`src/rtl/apb_ssp_pkg.sv`:
```
// Shared definitions for the APB initiator bridge: FSM encoding, default
// bus widths and register offsets of the peripherals it talks to.
package apb_ssp_pkg;

    localparam int DEF_ADDR_W = 32;
    localparam int DEF_DATA_W = 32;

    localparam logic [7:0] GPO_OFS  = 8'h00;
    localparam logic [7:0] GPI_OFS  = 8'h04;
    localparam logic [7:0] GPID_OFS = 8'h0C;

    typedef enum logic [1:0] {
        ST_IDLE   = 2'd0,
        ST_SETUP  = 2'd1,
        ST_ACCESS = 2'd2,
        ST_RESP   = 2'd3
    } apb_state_e;

    // Width of a counter that must hold 0..cycles; never narrower than 1 bit.
    function automatic int tmo_cnt_w(input int cycles);
        return (cycles < 1) ? 1 : $clog2(cycles + 1);
    endfunction

endpackage

```
`src/rtl/apb_master_ssp.sv`:
```
// APB initiator bridge: turns one valid/ready command into a single APB
// transfer and returns read data or a timeout error on a valid/ready response.
module apb_master_ssp
    import apb_ssp_pkg::*;
#(
    parameter int ADDR_W         = DEF_ADDR_W,
    parameter int DATA_W         = DEF_DATA_W,
    parameter int TIMEOUT_CYCLES = 256
) (
    input  logic                  clock,
    input  logic                  rst_n,

    // Handshakes: a beat transfers on the rising edge where valid and ready
    // are both high; the sender holds its payload stable while valid is high.
    input  logic                  cmd_valid,
    output logic                  cmd_ready,
    input  logic                  cmd_write,
    input  logic [ADDR_W-1:0]     cmd_addr,
    input  logic [DATA_W-1:0]     cmd_wdata,
    input  logic [DATA_W/8-1:0]   cmd_strb,

    output logic                  rsp_valid,
    input  logic                  rsp_ready,
    output logic [DATA_W-1:0]     rsp_rdata,
    output logic                  rsp_err,

    output logic [ADDR_W-1:0]     apb_addr,
    output logic                  apb_sel,
    output logic                  apb_write,
    output logic                  apb_ena,
    output logic [DATA_W-1:0]     apb_wdata,
    output logic [DATA_W/8-1:0]   apb_pstb,
    input  logic [DATA_W-1:0]     apb_rdata,
    input  logic                  apb_rready
);

    localparam int STRB_W = DATA_W / 8;
    localparam int CNT_W  = tmo_cnt_w(TIMEOUT_CYCLES);
    localparam bit TMO_EN = (TIMEOUT_CYCLES != 0);
    localparam logic [CNT_W-1:0] CNT_LAST =
        TMO_EN ? CNT_W'(TIMEOUT_CYCLES - 1) : '0;

    apb_state_e           state_q, state_d;
    logic [ADDR_W-1:0]    addr_q,  addr_d;
    logic                 write_q, write_d;
    logic [DATA_W-1:0]    wdata_q, wdata_d;
    logic [STRB_W-1:0]    pstb_q,  pstb_d;
    logic [DATA_W-1:0]    rdata_q, rdata_d;
    logic                 err_q,   err_d;
    logic [CNT_W-1:0]     cnt_q,   cnt_d;

    always_ff @(posedge clock or negedge rst_n) begin
        if (!rst_n) begin
            state_q <= ST_IDLE;
            addr_q  <= '0;
            write_q <= 1'b0;
            wdata_q <= '0;
            pstb_q  <= '0;
            rdata_q <= '0;
            err_q   <= 1'b0;
            cnt_q   <= '0;
        end else begin
            state_q <= state_d;
            addr_q  <= addr_d;
            write_q <= write_d;
            wdata_q <= wdata_d;
            pstb_q  <= pstb_d;
            rdata_q <= rdata_d;
            err_q   <= err_d;
            cnt_q   <= cnt_d;
        end
    end

    always_comb begin
        state_d = state_q;
        addr_d  = addr_q;
        write_d = write_q;
        wdata_d = wdata_q;
        pstb_d  = pstb_q;
        rdata_d = rdata_q;
        err_d   = err_q;
        cnt_d   = cnt_q;

        case (state_q)
            ST_IDLE: begin
                if (cmd_valid) begin
                    addr_d  = cmd_addr;
                    write_d = cmd_write;
                    wdata_d = cmd_wdata;
                    pstb_d  = cmd_write ? cmd_strb : '0;
                    cnt_d   = '0;
                    state_d = ST_SETUP;
                end
            end
            ST_SETUP: begin
                state_d = ST_ACCESS;
            end
            ST_ACCESS: begin
                // Completion is tested first so a ready on the last allowed cycle still succeeds.
                if (apb_rready) begin
                    rdata_d = write_q ? '0 : apb_rdata;
                    err_d   = 1'b0;
                    state_d = ST_RESP;
                end else if (TMO_EN && (cnt_q == CNT_LAST)) begin
                    rdata_d = '0;
                    err_d   = 1'b1;
                    state_d = ST_RESP;
                end else if (TMO_EN) begin
                    cnt_d = cnt_q + CNT_W'(1);
                end
            end
            ST_RESP: begin
                if (rsp_ready) begin
                    state_d = ST_IDLE;
                end
            end
            default: begin
                state_d = ST_IDLE;
            end
        endcase
    end

    // Handshake and APB phase strobes are pure state decodes, so an
    // asynchronous reset clears them in the same instant as the state.
    assign cmd_ready = (state_q == ST_IDLE);
    assign rsp_valid = (state_q == ST_RESP);
    assign apb_sel   = (state_q == ST_SETUP) || (state_q == ST_ACCESS);
    assign apb_ena   = (state_q == ST_ACCESS);

    assign apb_addr  = addr_q;
    assign apb_write = write_q;
    assign apb_wdata = wdata_q;
    assign apb_pstb  = pstb_q;
    assign rsp_rdata = rdata_q;
    assign rsp_err   = err_q;

endmodule

```
`config.mk`:
```
export PLATFORM = sky130hd
export DESIGN_NAME = apb_master_ssp
export DESIGN_NICKNAME = d
export VERILOG_FILES = /design/src/rtl/apb_ssp_pkg.sv /design/src/rtl/apb_master_ssp.sv
export SDC_FILE = /design/constraint.sdc
export NUM_CORES = 1
export LEC_CHECK = 0
export CAP_MARGIN = 20
export CORE_ASPECT_RATIO = 0.9
export CORE_MARGIN = 3
export CORE_UTILIZATION = 37
export CTS_CLUSTER_SIZE = 8
export DETAILED_ROUTE_END_ITERATION = 7
export PLACE_DENSITY = 0.77
export SETUP_SLACK_MARGIN = 0.05
export SLEW_MARGIN = 0
export SYNTH_ARGS = -nofsm -noshare
export SYNTH_HDL_FRONTEND = slang
export SYNTH_SLANG_ARGS = --single-unit
```
`constraint.sdc`:
```
create_clock -name clock -period 1.9 [get_ports clock]
set_clock_uncertainty 0.05 [all_clocks]
set_input_delay 0.19 -clock clock [delete_from_list [all_inputs] [get_ports clock]]
set_output_delay 0.19 -clock clock [all_outputs]
set_load 0.02 [all_outputs]
```
==> impl_summary.md <==
Status
The run finished, with violations left. The final reports fail on negative setup slack.

Clock tree
The clock transition at the register clock pins on the worst setup and hold paths after CTS is roughly 0.050 ns. The clock drives 113 sinks. TritonCTS built the clock tree.

In this run the deepest clock path goes through 2 buffers. The number of levels the H-tree was split into is 4. In this run the clock root is driven by a sky130_fd_sc_hd__clkbuf_16. The later-pin clock latency in the skew report is approximately 0.39 ns.

The clock buffer count from CTS is 17.

Routing
After detailed routing, the number of vias per cell comes to 4.83. The final route contains about 3,600 vias. Dividing the detail-routed wire length by the instance count gives 17.3 microns. The detailed router finished its first iteration with 190 violations.

The number of nets with antenna violations after detailed routing is 0. The DRC violation count after routing is 0. The final wirelength is 13,000 microns. The number of optimization iterations in the first detailed-route pass is 4.

Synthesis
After synthesis the cells add up to 4420 sq um. A synthesized cell averages 13.4 sq um. The share of synthesized registers carrying an async set or reset is 1.00.

The synthesized netlist cell count is 330. The cell type contributing the most total cell area after synthesis is sky130_fd_sc_hd__dfrtp_1. The share of the yosys chip area belonging to registers is 0.640. The total of warnings raised by yosys is 0.

The share of synthesized area in the top cell type comes to 0.640. After synthesis the netlist holds a flip-flop and latch count of 113. The number of enable-type register cells in the synthesized netlist is 0. Among all flip-flop cells after synthesis, the most frequent one is sky130_fd_sc_hd__dfrtp_1. Yosys attributes the largest share of cell area to sky130_fd_sc_hd__dfrtp_1, sky130_fd_sc_hd__mux2_2, sky130_fd_sc_hd__nand2_1. The number of nets handed over by synthesis was approximately 440. The number of different library cells used by synthesis comes to 34.

Timing
The maximum clock frequency is 0.480 GHz. The number of failing hold endpoints at the final stage is 0. Setup violations remaining at the end of the flow were counted as 5.

The final worst slack is -0.184 ns. At the pin with the least slew margin, the transition time is 0.651 ns. After layout, the minimum clock period comes to 2.08 ns. In the finished design, the share of the clock period the worst path needs comes to 1.10.

The worst-case hold slack is 0.305 ns. The number of max-slew violations in the final report is 0. Setup repair after global routing could not meet its margin everywhere.

Headroom to the max-slew limit came out at 0.566.

Job
The tool flagged a number of max-cap violations equal to 0.

Die
The effective utilization at floorplan is 0.383. The top-level I/O count is ~210. The die covers 13,300 sq um.

The floorplan core area is 11,500 sq um. In this run the core area contains 37 standard-cell rows. The floorplan step set the die height to between 100 and 150 microns.

In this run the horizontal extent of the chip is 121 microns.

Final layout
0 antenna diodes ended up in the layout. The filler cell count in the final layout is 803. Measured on the finished design, the core utilization comes to 0.679. The number of non-filler instances in the completed layout is 752. The fraction of final layout cells with drive strength greater than 1 is 0.280.

After routing the design area is roughly 8000 sq um. In the final design database the tool counted 694 nets. Compared with the post-synthesis result, the final layout area differs by 77.2%.

Placement
In this run, placement finished with an instance count of 708. The number of port buffers is 211. Summed over all nets, the half-perimeter wirelength after detailed placement is 8940 microns. The cell area after placement is 6910 sq um. The placer's final routability congestion estimate is roughly 0.84.

Worst setup path
In this run the worst path has a maximum fanout of 2. For the worst setup path, the data required time is 2.14 ns. The critical path launch point type is a register. The worst setup path is captured at a register. Data arrives at the worst endpoint at 2.32 ns. By startpoint and endpoint, the worst setup path is classified as register to register.

Power
The largest vdd supply drop is between 900 and 1000 uV. The reported leakage power is around 3.4 nW. In this run the power density over the cells is 1760 nW/um^2.

Global routing
Entering global routing, the biggest net connects between 100 and 150 pins. The via count of the first global-routing pass is approximately 3,700. The first global-routing pass estimated approximately 19,000 microns of wire. The remaining global-route overflow is 0.

The total global routing track utilization is 0.179. The number of antenna violations at the first check in global routing is 0.

Hold path
In this run the worst hold path is classified as input pin to register.
[final cells by class]
| cell class | count | area, sq um | area share |
|---|---|---|---|
| clock buffer | 21 | 460 | 0.0588 |
| timing repair buffer | 248 | 2520 | 0.321 |
| inverter | 6 | 22.5 | 0.00288 |
| tap | 156 | 195 | 0.0249 |
| clock inverter | 11 | 113 | 0.0144 |
| sequential | 113 | 2830 | 0.361 |
| multi-input combinational | 197 | 1700 | 0.217 |
[worst max-delay path, stage by stage, from the launching register on]
cell,delay [ns]
sky130_fd_sc_hd__dfrtp_1,0.39
sky130_fd_sc_hd__ha_2,0.19
sky130_fd_sc_hd__nand3_2,0.08
sky130_fd_sc_hd__nor2_2,0.04
sky130_fd_sc_hd__ha_2,0.17
sky130_fd_sc_hd__buf_6,0.11
sky130_fd_sc_hd__o21a_1,0.20
sky130_fd_sc_hd__or4_1,0.51
sky130_fd_sc_hd__o311ai_2,0.24
[path summary, 6_finish.rpt]
check                              startpoint             to  slack, ns  cells past startpoint
worst min register to register    apb_pstb[2]    apb_pstb[2]       0.43                      2
worst min-delay path            apb_rdata[12]  rsp_rdata[12]       0.30                      3
min in group asynchronous               rst_n   apb_addr[16]       0.33                      3
worst max register to register       cnt_q[0]       cnt_q[6]      -0.18                      8
max in group asynchronous               rst_n  rsp_rdata[18]       0.92                      3
worst max-delay path                 cnt_q[0]       cnt_q[6]      -0.18                      8
[cells by family (layout without fill, tap and decap cells)]
kind of cell | after synthesis | count (layout) | share of synthesized area
compound gates | 45 | 46 | 0.0736
fa+ha+maj | 5 | 5 | 0.0142
buf+inv | 21 | 286 | 0.0201
flops | 113 | 113 | 0.640
mux | 67 | 67 | 0.170
simple gates | 79 | 79 | 0.0818
[registers in the layout, indices dropped and copies added (netlist names)]
signal	cells
rsp_err	1
apb_addr	32
apb_wdata	32
rsp_rdata	32
apb_pstb	4
apb_write	1
cnt_q	9
state_q	2
[cell usage in the layout (no fill, tap or decap), types with 3 or more instances in the layout]
cell type and count:
sky130_fd_sc_hd__buf_4 23, sky130_fd_sc_hd__clkbuf_16 19, sky130_fd_sc_hd__o21ai_0 5, sky130_fd_sc_hd__dfrtp_1 113, sky130_fd_sc_hd__nand2_2 3, sky130_fd_sc_hd__buf_6 6, sky130_fd_sc_hd__o21ai_1 3, sky130_fd_sc_hd__mux2_2 65
sky130_fd_sc_hd__nand2b_1 3, sky130_fd_sc_hd__buf_12 5, sky130_fd_sc_hd__a21oi_1 3, sky130_fd_sc_hd__a22o_1 18, sky130_fd_sc_hd__nand2_1 38, sky130_fd_sc_hd__nand3_2 12, sky130_fd_sc_hd__clkinv_2 6, sky130_fd_sc_hd__dlygate4sd2_1 3
sky130_fd_sc_hd__nand3_1 6, sky130_fd_sc_hd__clkinvlp_4 3, sky130_fd_sc_hd__inv_1 6, sky130_fd_sc_hd__nor2b_1 5, sky130_fd_sc_hd__ha_2 4, sky130_fd_sc_hd__clkdlybuf4s50_1 206
[Yosys cell counts, drive strengths merged (2+ instances only)]
library cell / n
dfrtp: 113
mux2: 66
nand2: 43
a22o: 18
nand3: 18
o21ai: 11
buf: 9
clkbuf: 6
inv: 6
ha: 5
nor2b: 5
a21oi: 3
nand2b: 3
nor2: 3
o22ai: 3
a211oi: 2
[report_power, final]
part,internal [W],switching (W)
Clock,0.00198,0.00105
Combinational,0.00347,0.00316
Sequential,0.00353,0.000593
[stage by stage]
step	setup slack (ns)	total power, W	setup TNS (ns)
global placement	-0.159	0.0103	-1.65
global route	-0.242	0.0145	-1.14
CTS	-0.178	0.0135	-0.728
finish	-0.184	0.0138	-0.218
detailed placement	-0.241	0.0104	-3.23
floorplan	-0.0337	0.00720	-0.0397
[repair_timing]
item | CTS | global route
cloned | 0 | 4
resized for setup | 10 | 43
pin swaps | 2 | 28
endpoints found under the hold margin | 113 | 0
buffers inserted | 1 | 6
hold buffers | 1 | 0
setup endpoints to repair | 43 | 45
[layer usage]
layer | vias up | routed length (microns) | track usage
met5 | - | 0 | 0
met3 | 15 | 1110 | 0.0597
met1 | 1786 | 5130 | 0.216
met2 | 148 | 6570 | 0.301
li1 | 1685 | - | -
met4 | 0 | 158 | 0.0632
Power figures use the tool's default switching activity.
